<file path="src/rtl/addsub_serial.sv">
// Bit-serial-by-slice adder/subtractor: processes one dw-bit slice per clock,
// LSB slice first, with valid/ready handshakes and carry/overflow/zero flags.
module addsub_serial #(
  parameter int dw = 8,
  parameter int nw = 4
) (
  input  logic             clk,
  input  logic             reset_n,
  input  logic             in_valid,
  output logic             in_ready,
  input  logic [dw*nw-1:0] dataa,
  input  logic [dw*nw-1:0] datab,
  input  logic             add_sub,
  output logic             out_valid,
  input  logic             out_ready,
  output logic [dw*nw-1:0] result,
  output logic             carry_out,
  output logic             overflow,
  output logic             zero
);

  localparam int W  = dw * nw;
  localparam int CW = (nw > 1) ? $clog2(nw) : 1;
  localparam logic [W-1:0] SLICE_MASK = W'({dw{1'b1}});

  typedef enum logic [1:0] {IDLE, RUN, DONE} state_t;

  state_t         state_q, state_d;
  logic [W-1:0]   a_q, a_d;
  logic [W-1:0]   b_q, b_d;
  logic [W-1:0]   result_q, result_d;
  logic           mode_q, mode_d;
  logic           carry_q, carry_d;
  logic           cout_q, cout_d;
  logic           ovf_q, ovf_d;
  logic           zero_q, zero_d;
  logic [CW-1:0]  cnt_q, cnt_d;

  logic [31:0]    base;
  logic [W-1:0]   a_shift, b_shift;
  logic [dw-1:0]  a_slice, b_slice;
  logic [dw:0]    sum;
  logic [W-1:0]   result_merged;
  logic           b_msb_eff;

  // Slice datapath: select slice cnt_q of each operand and merge the sum back
  // into its position, leaving the other slices of result untouched.
  always_comb begin
    base          = 32'(cnt_q) * 32'(dw);
    a_shift       = a_q >> base;
    b_shift       = b_q >> base;
    a_slice       = a_shift[dw-1:0];
    b_slice       = mode_q ? b_shift[dw-1:0] : ~b_shift[dw-1:0];
    sum           = {1'b0, a_slice} + {1'b0, b_slice} + {{dw{1'b0}}, carry_q};
    result_merged = (result_q & ~(SLICE_MASK << base)) | (W'(sum[dw-1:0]) << base);
    b_msb_eff     = mode_q ? b_q[W-1] : ~b_q[W-1];
  end

  // NOTE: every signal written here gets a default first, so no path through
  // the case statement can leave one unassigned and infer a latch.
  always_comb begin
    state_d   = state_q;
    a_d       = a_q;
    b_d       = b_q;
    mode_d    = mode_q;
    carry_d   = carry_q;
    cnt_d     = cnt_q;
    result_d  = result_q;
    cout_d    = cout_q;
    ovf_d     = ovf_q;
    zero_d    = zero_q;
    in_ready  = 1'b0;
    out_valid = 1'b0;

    unique case (state_q)
      IDLE: begin
        in_ready = 1'b1;
        if (in_valid) begin
          a_d     = dataa;
          b_d     = datab;
          mode_d  = add_sub;
          // Subtraction is A + ~B + 1, so the carry-in starts at 1.
          carry_d = ~add_sub;
          cnt_d   = '0;
          state_d = RUN;
        end
      end
      RUN: begin
        result_d = result_merged;
        carry_d  = sum[dw];
        if (cnt_q == CW'(nw - 1)) begin
          cout_d  = sum[dw];
          ovf_d   = (a_q[W-1] == b_msb_eff) & (result_merged[W-1] != a_q[W-1]);
          zero_d  = ~|result_merged;
          state_d = DONE;
        end else begin
          cnt_d = cnt_q + CW'(1);
        end
      end
      DONE: begin
        out_valid = 1'b1;
        if (out_ready) begin
          cout_d  = 1'b0;
          ovf_d   = 1'b0;
          zero_d  = 1'b0;
          state_d = IDLE;
        end
      end
      default: state_d = IDLE;
    endcase
  end

  // NOTE: result and flags are reset along with the control state so that an
  // aborted operation never leaves a partial result visible on the outputs.
  always_ff @(posedge clk or negedge reset_n) begin
    if (!reset_n) begin
      state_q  <= IDLE;
      a_q      <= '0;
      b_q      <= '0;
      mode_q   <= 1'b0;
      carry_q  <= 1'b0;
      cnt_q    <= '0;
      result_q <= '0;
      cout_q   <= 1'b0;
      ovf_q    <= 1'b0;
      zero_q   <= 1'b0;
    end else begin
      // NOTE: non-blocking assignments keep every flop sampling the
      // pre-edge values, independent of statement order.
      state_q  <= state_d;
      a_q      <= a_d;
      b_q      <= b_d;
      mode_q   <= mode_d;
      carry_q  <= carry_d;
      cnt_q    <= cnt_d;
      result_q <= result_d;
      cout_q   <= cout_d;
      ovf_q    <= ovf_d;
      zero_q   <= zero_d;
    end
  end

  assign result    = result_q;
  assign carry_out = cout_q;
  assign overflow  = ovf_q;
  assign zero      = zero_q;

endmodule

</file>
<file path="config.mk">
export PLATFORM = sky130hd
export DESIGN_NAME = addsub_serial
export DESIGN_NICKNAME = d
export VERILOG_FILES = /design/src/rtl/addsub_serial.sv
export SDC_FILE = /design/constraint.sdc
export NUM_CORES = 1
export LEC_CHECK = 0
export BUFFER_PORTS_ARGS = -buffer_cell sky130_fd_sc_hd__buf_2
export CELL_PAD_IN_SITES_DETAIL_PLACEMENT = 1
export CELL_PAD_IN_SITES_GLOBAL_PLACEMENT = 1
export CORE_MARGIN = 2
export CORE_UTILIZATION = 35
export DETAILED_ROUTE_END_ITERATION = 10
export HOLD_SLACK_MARGIN = 0.08
export PLACE_DENSITY_LB_ADDON = 0.08
export SKIP_CTS_REPAIR_TIMING = 1
export SLEW_MARGIN = 30
export SYNTH_ARGS = -nofsm -noshare
export SYNTH_HDL_FRONTEND = slang
export SYNTH_SLANG_ARGS = --single-unit
</file>
<file path="constraint.sdc">
create_clock -name clk -period 4.55 [get_ports clk]
set_clock_uncertainty 0.15 [all_clocks]
set_input_delay 0.455 -clock clk [delete_from_list [all_inputs] [get_ports clk]]
set_output_delay 0.455 -clock clk [all_outputs]
set_load 0.01 [all_outputs]
</file>
==> Implementation_results.wiki <==
{| class="wikitable"
! Metric !! Value
|-
| Detail-routed net length per standard cell || 17.0 um
|-
| Yosys top cell by area || sky130_fd_sc_hd__dfrtp_1
|-
| GRT overflow || 0
|-
| Number of nets in the layout || 694
|-
| TritonCTS clock tree || built
|-
| Synth area leaders || sky130_fd_sc_hd__dfrtp_1 (53%), sky130_fd_sc_hd__nand2_1 (17%), sky130_fd_sc_hd__mux4_2 (7.3%)
|-
| Global-route wire length before repair || about 22000 um
|-
| Commonest cells after routing, fill and taps aside || sky130_fd_sc_hd__nand2_1 (223), sky130_fd_sc_hd__dfrtp_1 (105), sky130_fd_sc_hd__buf_2 (104)
|-
| Inst Count DP || 781
|-
| Root buffer cell || sky130_fd_sc_hd__clkbuf_16
|-
| Ant diodes || 0
|-
| Most common cell after layout, fill and taps aside || sky130_fd_sc_hd__nand2_1
|-
| Yosys reg bits || ~110
|-
| Height of the die || 123 um
|-
| Dominant register cell in the synthesized netlist || sky130_fd_sc_hd__dfrtp_1
|-
| Total negative slack for setup checks || 0 ps
|-
| Vias in the first global route || about 4200
|-
| Number of nets produced by synthesis || 596
|-
| Horizontal die dimension || between 100 and 150 um
|-
| Sequential area share after synthesis || 0.530
|-
| Max transition margin || 0.450
|-
| Final routed DRC violation total || 0
|-
| Status || finished, final reports clean
|-
| CP cell instances || buf_4 -> mux4_2 -> xnor2_1 -> inv_1 -> fa_1 -> nand2b_1 -> a211oi_1 -> o22ai_2 -> xnor2_2 -> a2111oi_2 -> a31o_1
|-
| Final hold violation count || 0
|-
| Critical path's slowest cell || sky130_fd_sc_hd__mux4_2
|-
| DPL Wire Length || about 9700 um
|-
| Detail Route Antenna Nets || 0
|-
| Share of async-settable or async-resettable flops after synthesis || 1.00
|-
| Sink count of the clock tree || between 100 and 150
|-
| Crit path launch type || flop
|-
| Hold WC Path Type || in2async
|-
| Clock-pin slew on the worst setup and hold paths || 70 ps
|-
| Starting density of the core || 0.357
|-
| Count of buffer and inverter cells on the critical path || 2
|-
| Ratio of cells with drive above 1 in the final layout || 0.245
|-
| Number of violations reported at the end of detailed-routing iteration 0 || 131
|-
| Fraction of synthesized cell area taken by the top area cell type || 0.530
|-
| DR vias || just under 4000
|-
| Worst-Margin Slew || about 830 ps
|-
| Max Cap Violations || 0
|-
| WP data arrival || 3810 ps
|-
| Category of cells accounting for the largest share of critical-path delay || compound AO/OA/AOI/OAI gates
|-
| Setup repair after global routing missed its margin || false
|-
| Final slew viol count || 0
|-
| Required arrival time at the worst endpoint || around 4700 ps
|-
| Vias per std cell || slightly below 5
|-
| Clock latency at the later pin of the worst-skew pair || 350 ps
|-
| Top-level port count || 106
|-
| CP endpoint kind || flop
|-
| Area of the core || around 14000 um^2
|-
| DR pass1 iterations || 4
|-
| Worst-path maximum fanout || 27
|-
| Number of input and output port buffers inserted || approximately 110
|-
| FP Rows || 43
|-
| Worst setup path category || reg2reg
|-
| Area overhead of the layout relative to synthesis || 20.5%
|-
| Maximum clock path buffer count || 2
|-
| Floorplan die area || roughly 15000 um^2
|-
| Final critical delay including setup and external delays || roughly 3700 ps
|-
| Pin count of the biggest net entering global routing || slightly below 70
|-
| Maximum clock frequency || approximately 270 MHz
|-
| Number of buffers added by the clock tree synthesis step || 9
|-
| Mean area per synthesized cell || between 9 and 10 um^2
|-
| Netlist Area Pre-Place || about 5000 um^2
|-
| Total detailed-routing wirelength || between 10000 and 15000 um
|-
| H-tree depth || 3
|-
| Tot GR Track Use || 0.191
|-
| Synthesized netlist cell count || a little over 500
|-
| Yosys warning count || 0
|-
| Number of synthesized flops with an enable pin || 0
|-
| Total of endpoints with negative setup slack in the final report || 0
|-
| Library cells used by synthesis || between 40 and 50
|-
| Final cell count without fillers || 797
|-
| Initial antenna violation count || 0
|-
| Routability cong. || 0.777
|-
| Fin crit share || 0.808
|-
| Delay of the slowest cell on the worst path || 580 ps
|}
## layout make-up
class                      instances  area (um^2)
clock buffer                      14          274
clock inverter                     2         35.0
fill                            1680         7900
inverter                          10         37.5
multi-input combinational        375         2200
sequential                       105         2630
tap                              180          225
timing repair buffer             111          573
## cells by family after synthesis
logic type | share of synthesized area
xor gates and xnor gates | 0.0227
buffers and inverters | 0.0267
muxes | 0.0727
adders and majority gates | 0.0358
DFF | 0.530
AOI/OAI and AO/OA | 0.0976
and+or+nand+nor | 0.215
## state kept, by name (all words and copies together), names as in the netlist
signal,flops
mode_q,1
cnt_q,2
overflow,1
carry_out,1
a_q,32
b_q,32
result,32
carry_q,1
zero,1
state_q,2
## worst paths after layout
path / cells after the start / start / end / slack, ps
min in group clk: 3 / datab[30] / b_q[30] / 140
worst min register to register: 2 / a_q[1] / a_q[1] / 330
worst max-delay path: 11 / cnt_q[0] / zero / 880
worst max register to register: 11 / cnt_q[0] / zero / 880
worst min-delay path: 1 / reset_n / result[11] / 70
max in group asynchronous: 2 / reset_n / carry_out / 3110
## cell usage after synthesis (2+ instances only)
cell                       instances
sky130_fd_sc_hd__nand2_1         224
sky130_fd_sc_hd__dfrtp_1         105
sky130_fd_sc_hd__o21ai_0          18
sky130_fd_sc_hd__clkbuf_1         16
sky130_fd_sc_hd__mux4_2           16
sky130_fd_sc_hd__a22o_1           15
sky130_fd_sc_hd__ha_1             11
sky130_fd_sc_hd__inv_1            10
sky130_fd_sc_hd__xnor2_1          10
sky130_fd_sc_hd__nor2_1            9
sky130_fd_sc_hd__nor3_1            7
sky130_fd_sc_hd__nand3_1           6
sky130_fd_sc_hd__o21ai_1           6
sky130_fd_sc_hd__a21oi_1           5
sky130_fd_sc_hd__nand2b_1          5
sky130_fd_sc_hd__buf_1             4
sky130_fd_sc_hd__buf_2             4
sky130_fd_sc_hd__nor4_1            4
sky130_fd_sc_hd__nor2b_1           3
sky130_fd_sc_hd__o211ai_1          3
sky130_fd_sc_hd__a211oi_1          2
sky130_fd_sc_hd__fa_1              2
sky130_fd_sc_hd__o32a_1            2
sky130_fd_sc_hd__or3_1             2
## layer usage
metal | up-vias | track usage | part of all wire
li1 | 1913 | - | -
met2 | 84 | 0.308 | 0.47
met4 | 0 | 0.0646 | 0.014
met3 | 11 | 0.0263 | 0.043
met1 | 1951 | 0.266 | 0.48
met5 | - | 0 | 0
## stage by stage
| step | area, um^2 | worst slack (ps) | hold slack, ps | util |
|---|---|---|---|---|
| final | 5980 | 876 | 70.0 | 0.431 |
| after global routing | 5980 | 589 | 126 | 0.431 |
| after CTS | 5980 | 838 | 88.4 | 0.431 |
| after detailed placement | 5670 | 893 | 312 | 0.408 |
| after global placement | 5670 | 949 | 303 | 0.408 |
| after floorplan | 4960 | 1070 | 9.41 | - |
Power is left out: the tool's default activity adds up to more than one toggle a clock period on the data nets, which glitch-free logic cannot reach.
